==> src/rtl/psx_irq_pkg.sv <==
// Shared definitions for the PSX interrupt controller: source indices, register select and byte-lane helper.
package psx_irq_pkg;

  localparam int IRQ_MAX = 16;

  localparam int IRQ_VBLANK = 0;
  localparam int IRQ_GPU    = 1;
  localparam int IRQ_CDROM  = 2;
  localparam int IRQ_DMA    = 3;
  localparam int IRQ_TIMER0 = 4;
  localparam int IRQ_TIMER1 = 5;
  localparam int IRQ_TIMER2 = 6;
  localparam int IRQ_CTLMEM = 7;
  localparam int IRQ_SIO    = 8;
  localparam int IRQ_SPU    = 9;
  localparam int IRQ_CTRL   = 10;

  typedef enum logic {
    REG_STAT = 1'b0,
    REG_MASK = 1'b1
  } irq_reg_e;

  // Expands the two byte enables into a per-bit write mask.
  function automatic logic [IRQ_MAX-1:0] byte_bits(input logic [1:0] ben);
    return {{8{ben[1]}}, {8{ben[0]}}};
  endfunction

endpackage

==> src/rtl/psx_irq_edge_sync.sv <==
// One request line: SYNC_STAGES-flop synchroniser, delayed copy, and a registered one-cycle edge pulse.
module psx_irq_edge_sync #(
  parameter int SYNC_STAGES = 2,
  parameter bit ACTIVE_LOW  = 1'b1
) (
  input  logic sys_clk,
  input  logic rst,
  input  logic line_i,
  output logic edge_o
);

  localparam logic IDLE = ACTIVE_LOW ? 1'b1 : 1'b0;

  logic [SYNC_STAGES-1:0] sync_q, sync_d;
  logic                   dly_q, dly_d;
  logic                   edge_q, edge_d;

  always_comb begin
    sync_d    = sync_q;
    sync_d[0] = line_i;
    for (int i = 1; i < SYNC_STAGES; i++) begin
      sync_d[i] = sync_q[i-1];
    end
    dly_d  = sync_q[SYNC_STAGES-1];
    // Active now, idle one cycle ago: a held line only fires once.
    edge_d = (sync_q[SYNC_STAGES-1] != IDLE) && (dly_q == IDLE);
  end

  always_ff @(posedge sys_clk) begin
    if (rst) begin
      sync_q <= {SYNC_STAGES{IDLE}};
      dly_q  <= IDLE;
      edge_q <= 1'b0;
    end else begin
      sync_q <= sync_d;
      dly_q  <= dly_d;
      edge_q <= edge_d;
    end
  end

  assign edge_o = edge_q;

endmodule

==> src/rtl/psx_irq_ctrl.sv <==
// PSX interrupt controller top: I_STAT/I_MASK registers and registered CPU interrupt.
// Optional sticky miss register enabled by defining PSX_IRQ_MISS_EN.
module psx_irq_ctrl
  import psx_irq_pkg::*;
#(
  parameter int NUM_IRQ     = 11,
  parameter int SYNC_STAGES = 2,
  parameter bit ACTIVE_LOW  = 1'b1
) (
  input  logic               sys_clk,
  input  logic               rst,
  input  logic               wen,
  input  logic               addr,
  input  logic [1:0]         ben,
  input  logic [15:0]        data_i,
  input  logic [NUM_IRQ-1:0] irq_i,
  output logic [31:0]        stat_o,
  output logic [31:0]        mask_o,
  output logic               cpu_irq_o
`ifdef PSX_IRQ_MISS_EN
  ,
  output logic [31:0]        miss_o
`endif
);

  logic [NUM_IRQ-1:0] edge_w;
  logic [NUM_IRQ-1:0] stat_q, stat_d;
  logic [NUM_IRQ-1:0] mask_q, mask_d;
  logic [NUM_IRQ-1:0] wr_bits, wr_data, ack_clr;
  logic [IRQ_MAX-1:0] ben_bits;
  logic               cpu_irq_q, cpu_irq_d;
  logic               stat_wr, mask_wr;

  generate
    for (genvar gi = 0; gi < NUM_IRQ; gi++) begin : g_sync
      psx_irq_edge_sync #(
        .SYNC_STAGES(SYNC_STAGES),
        .ACTIVE_LOW (ACTIVE_LOW)
      ) u_sync (
        .sys_clk(sys_clk),
        .rst    (rst),
        .line_i (irq_i[gi]),
        .edge_o (edge_w[gi])
      );
    end

    if (NUM_IRQ < IRQ_MAX) begin : g_unused
      logic unused_hi;
      assign unused_hi = ^{ben_bits[IRQ_MAX-1:NUM_IRQ], data_i[15:NUM_IRQ]};
    end
  endgenerate

  assign ben_bits = byte_bits(ben);
  assign wr_bits  = ben_bits[NUM_IRQ-1:0];
  assign wr_data  = data_i[NUM_IRQ-1:0];
  assign stat_wr  = wen && (irq_reg_e'(addr) == REG_STAT);
  assign mask_wr  = wen && (irq_reg_e'(addr) == REG_MASK);

  always_comb begin
    ack_clr   = stat_wr ? (wr_bits & ~wr_data) : '0;
    // OR-ing the edge after the ack makes a same-cycle request win.
    stat_d    = (stat_q & ~ack_clr) | edge_w;
    mask_d    = mask_wr ? ((mask_q & ~wr_bits) | (wr_data & wr_bits)) : mask_q;
    cpu_irq_d = |(stat_q & mask_q);
  end

  always_ff @(posedge sys_clk) begin
    if (rst) begin
      stat_q    <= '0;
      mask_q    <= '0;
      cpu_irq_q <= 1'b0;
    end else begin
      stat_q    <= stat_d;
      mask_q    <= mask_d;
      cpu_irq_q <= cpu_irq_d;
    end
  end

  assign stat_o    = {{(32-NUM_IRQ){1'b0}}, stat_q};
  assign mask_o    = {{(32-NUM_IRQ){1'b0}}, mask_q};
  assign cpu_irq_o = cpu_irq_q;

`ifdef PSX_IRQ_MISS_EN
  logic [NUM_IRQ-1:0] miss_q, miss_d;

  always_comb begin
    // A second request on an already-pending bit is only a miss if the ack does not land with it.
    miss_d = (miss_q & ~ack_clr) | (edge_w & stat_q & ~ack_clr);
  end

  always_ff @(posedge sys_clk) begin
    if (rst) begin
      miss_q <= '0;
    end else begin
      miss_q <= miss_d;
    end
  end

  assign miss_o = {{(32-NUM_IRQ){1'b0}}, miss_q};
`endif

endmodule
==> config.mk <==
export PLATFORM = sky130hd
export DESIGN_NAME = psx_irq_ctrl
export DESIGN_NICKNAME = d
export VERILOG_FILES = /design/src/rtl/psx_irq_pkg.sv /design/src/rtl/psx_irq_edge_sync.sv /design/src/rtl/psx_irq_ctrl.sv
export SDC_FILE = /design/constraint.sdc
export NUM_CORES = 1
export LEC_CHECK = 0
export ABC_AREA = 1
export CAP_MARGIN = 20
export CORE_MARGIN = 8
export CORE_UTILIZATION = 32
export CTS_CLUSTER_SIZE = 25
export DETAILED_ROUTE_END_ITERATION = 10
export SETUP_SLACK_MARGIN = 0.05
export SYNTH_ARGS = -nofsm -noshare
export SYNTH_HDL_FRONTEND = slang
export SYNTH_SLANG_ARGS = --single-unit
==> constraint.sdc <==
create_clock -name sys_clk -period 0.8 [get_ports sys_clk]
set_input_delay 0.2 -clock sys_clk [delete_from_list [all_inputs] [get_ports sys_clk]]
set_output_delay 0.2 -clock sys_clk [all_outputs]
set_load 0.005 [all_outputs]
# After elaboration in Yosys (flattened, before gate mapping)
# Index checks and enable logic that the tools add are counted.
[word_totals]
elab_cells = 73
regBits = 67
out_inout_bits = 65
[classes]
n_bitwise = 22
n_reduce_logical = 14
mux = 1
[ops]
columns = ["op", "count"]
rows = [
  ["$and 11x11->11", 5],
  ["$not 11->11", 3],
  ["$or 11x11->11", 2],
  ["$logic_and 1x1->1", 13],
  ["$not 1->1", 12],
  ["$mux 11", 1],
  ["$reduce_or 11->1", 1],
]

# Longest topological paths before layout
[depth]
word_depth = 6
ltp_mapped = 6

# By module
# From an unflattened synthesis, not the netlist that was laid out.
[unflattened]
cells_unflattened = 299
area_unflattened_um2 = 2617.5
[modules_own_cells]
columns = ["module", "cells_per_inst", "n_inst", "seq_area_each_um2", "area_each_um2"]
rows = [
  ["psx_irq_ctrl", 189, 1, 460.4, 1406.3],
  ["psx_irq_edge_sync", 10, 11, 80.1, 110.1],
]

# Worst setup path after synthesis
# OpenSTA, ideal clock, no wires.
[synth_timing]
path_kind = "input to register"
startpoint = "input addr"
endpoint = "register stat_q[0]"
stages = 5
required_time_ns = 0.678
slack_ns = 0.044
arrival_ns = 0.635
cell_sequence = "inv_1 nand2_1 clkbuf_2 o21ai_0 a21oi_1"
[synth_between]
elab_chain_len = 6
[synth_lines]
columns = ["item", "line", "text"]
rows = [
  ["start, declared", "psx_irq_ctrl.sv:13", "input logic addr,"],
  ["$not 1->1", "psx_irq_ctrl.sv:56", "assign stat_wr = wen && (irq_reg_e'(addr) == REG_STAT);"],
  ["$logic_and 1x1->1", "psx_irq_ctrl.sv:56", ""],
  ["$mux 11", "psx_irq_ctrl.sv:60", "ack_clr = stat_wr ? (wr_bits & ~wr_data) : '0;"],
  ["$not 11->11", "psx_irq_ctrl.sv:62", "stat_d = (stat_q & ~ack_clr) | edge_w;"],
  ["$and 11x11->11", "psx_irq_ctrl.sv:62", ""],
  ["$or 11x11->11", "psx_irq_ctrl.sv:62", ""],
  ["end signal, assigned", "psx_irq_ctrl.sv:73", "stat_q <= stat_d;"],
  ["end, declared", "psx_irq_ctrl.sv:27", "logic [NUM_IRQ-1:0] stat_q, stat_d;"],
]
# Every way passes these cells.
# A chain may end at the register's enable or synchronous reset.

==> results.json <==
{
  "min_period_ps": 978,
  "peakVddDrop_mv": 1.20,
  "die_w_um": 105,
  "die_h_um": 105,
  "tritoncts": "done",
  "r2r_end": "cpu_irq_o$_SDFF_PP0_",
  "grt_pass1_vias": 1812,
  "power-per-cell-area_nw_per_um2": 1960,
  "dp_slack_ps": -624,
  "h-tree-depth": 3,
  "syn-mean-instance-area_um2": 8.71,
  "reg2reg_setup_slack_ps": -120,
  "cts_buffers": 9,
  "antenna_cells": 0,
  "root_buffer": "clkbuf_8",
  "numPortBuffers": 50,
  "core_um2": 7690,
  "ioPinCount": 98,
  "path_depth": 1,
  "synthToLayoutAreaGrowth_pct": 38.6,
  "synth_area_um2": 2530,
  "synth.distinct_cells": 15,
  "hold_depth": 2,
  "finalCritPeriodShare_pct": 122,
  "yosysWarnings": 0,
  "crit_path_max_incr_delay_ps": 340,
  "clock_latency_ps": 330,
  "layout_commonest_cell": "inv_1",
  "path_clk_slew_ps": 70,
  "start_util_pct": 33.0,
  "drv_slew": 0,
  "rr_startpoint": "stat_q[6]$_SDFF_PP0_",
  "skew_ps": 6.42,
  "antenna_found_initial": 0,
  "nNetsFinal": 405,
  "remaining_drc_errors": 0,
  "cp-start-kind": "flip-flop",
  "p_leak_nw": 1.70,
  "fill_cells": 770,
  "track_usage_pct": 8.96,
  "critPathBufInv": 1,
  "syn_inst": 291,
  "fmax_mhz": 1020,
  "reg2regPathDepth": 7,
  "required_ps": 600,
  "net-switching-power_w": 0.00150,
  "grt_max_degree": 16,
  "dp_cells": 461,
  "clk_path_buf_depth": 2,
  "cp.arrival_ps": 780,
  "viasPerCell": 3.69,
  "rows": 32,
  "globalRouteOverflowTotal": 0,
  "power_frac_seq_pct": 51.2,
  "switching_share_pct": 21.8,
  "path_cells": "buf_2",
  "final_cells": 478,
  "cp_top_family": "flip-flops",
  "grt_pass1_wl_mm": 8.01,
  "place.gp.congestion": 0.795,
  "p_int_w": 0.00538,
  "hold_viol": 0,
  "drt_pre_antenna_iters": 4,
  "synth_seq_cells": 67,
  "violations": "negative setup slack",
  "drive_gt1_share_pct": 40.7,
  "hold_slack_ps": 188,
  "most-common-layout-cells": "inv_1, dfxtp_1, conb_1",
  "via_count": 1766,
  "ant_nets": 0,
  "cp_max_fo": 2,
  "wirelength_mm": 4.89,
  "cts_sinks": 67,
  "crit_type": "flip-flop to output port",
  "drtIter0Drc": 81,
  "dp_hpwl_mm": 3.81,
  "setup_violations": 24,
  "dieArea_um2": 11000,
  "comb_power_share_pct": 10.2,
  "p_clk_share_pct": 38.5,
  "hp-class": "input pin to flip-flop",
  "crit_slowest_cell": "dfxtp_2",
  "avgRoutedWirePerCell_um": 10.2,
  "endpoint_kind": "output port",
  "drv_cap": 0,
  "yosysSeqAreaShare_pct": 52.9,
  "endpoint": "mask_o[0]",
  "rsz0062_at_grt": "yes",
  "status": "complete, but fails checks",
  "setup_ws_ps": -178
}
-- how the worst min path moves through the flow --
stage | end | from | slack, ps
after floorplan | g_sync[0].u_sync.sync_q[0]$_SDFF_PP1_ | irq_i[0] | 300
after global placement | g_sync[8].u_sync.sync_q[1]$_SDFF_PP1_ | g_sync[8].u_sync.sync_q[0]$_SDFF_PP1_ | 390
after detailed placement | g_sync[2].u_sync.sync_q[1]$_SDFF_PP1_ | g_sync[2].u_sync.sync_q[0]$_SDFF_PP1_ | 390
after CTS | g_sync[9].u_sync.sync_q[1]$_SDFF_PP1_ | rst | 180
after global routing | g_sync[9].u_sync.sync_q[1]$_SDFF_PP1_ | rst | 180
final | g_sync[9].u_sync.sync_q[1]$_SDFF_PP1_ | rst | 190
-- cells by family after synthesis --
kind of cell / count (synthesis) / share of synthesized area (%)
AO/OA/AOI/OAI: 44 / 8.69
buffers and inverters: 99 / 21.9
flip-flops: 67 / 52.9
other: 1 / 0.148
AND/OR/NAND/NOR: 80 / 16.3
-- power groups by stage --
stage	clock network, W	registers (W)	logic, W
after CTS	0.00277	0.00353	0.000662
after global routing	0.00290	0.00354	0.000781
after global placement	0	0.00358	0.000632
after detailed placement	0	0.00359	0.000639
after floorplan	0	0.00359	0.000411
final	0.00265	0.00353	0.000703
-- timing repair --
| action | in CTS | in global routing |
|---|---|---|
| gates resized for setup | 151 | 41 |
| endpoints found under the hold margin | 0 | 0 |
| buffers inserted | 1 | 0 |
| pin swaps | 1 | 11 |
| endpoints found under the setup margin | 90 | 47 |
| cloned | 1 | 0 |
| hold buffers | 0 | 0 |
-- per-layer routing --
metal,GRT usage (%),vias up,part of all wire (%)
li1,-,948,-
met1,8.34,755,38
met2,15.3,55,53
met3,5.41,8,7.2
met4,4.38,0,1.9
met5,0,-,0
-- synth_stat cells --
master | number | area (um^2)
dfxtp_1 | 67 | 1340
nor2_1 | 8 | 30.0
buf_6 | 2 | 22.5
nand3_1 | 1 | 5.00
or2_2 | 27 | 169
nor2_2 | 6 | 37.5
buf_4 | 43 | 323
or2_4 | 6 | 52.6
nand2_1 | 32 | 120
conb_1 | 1 | 3.75
clkbuf_2 | 4 | 20.0
inv_1 | 49 | 184
buf_2 | 1 | 5.00
a21oi_1 | 22 | 110
o21ai_0 | 22 | 110
-- stage by stage --
| stage | util [%] | area, um^2 | TNS, ps | power, W |
|---|---|---|---|---|
| after floorplan | - | 2690 | 0 | 0.00400 |
| after global placement | 41.3 | 3170 | -39270 | 0.00422 |
| after detailed placement | 41.3 | 3170 | -40460 | 0.00422 |
| after CTS | 44.7 | 3430 | -4420 | 0.00696 |
| after global routing | 45.7 | 3510 | -4800 | 0.00722 |
| final | 45.7 | 3510 | -3770 | 0.00688 |
-- cell type report --
| cell class | instances | area [um^2] | share of cell area [%] |
|---|---|---|---|
| flip-flops and latches | 67 | 1370 | 39.0 |
| multi-input cells | 166 | 878 | 25.0 |
| repair buffers | 79 | 761 | 21.7 |
| inverters | 49 | 184 | 5.24 |
| clock buffers | 11 | 141 | 4.03 |
| well taps | 102 | 128 | 3.63 |
| clock inverters | 4 | 51.3 | 1.46 |
Power figures use the tool's default switching activity.
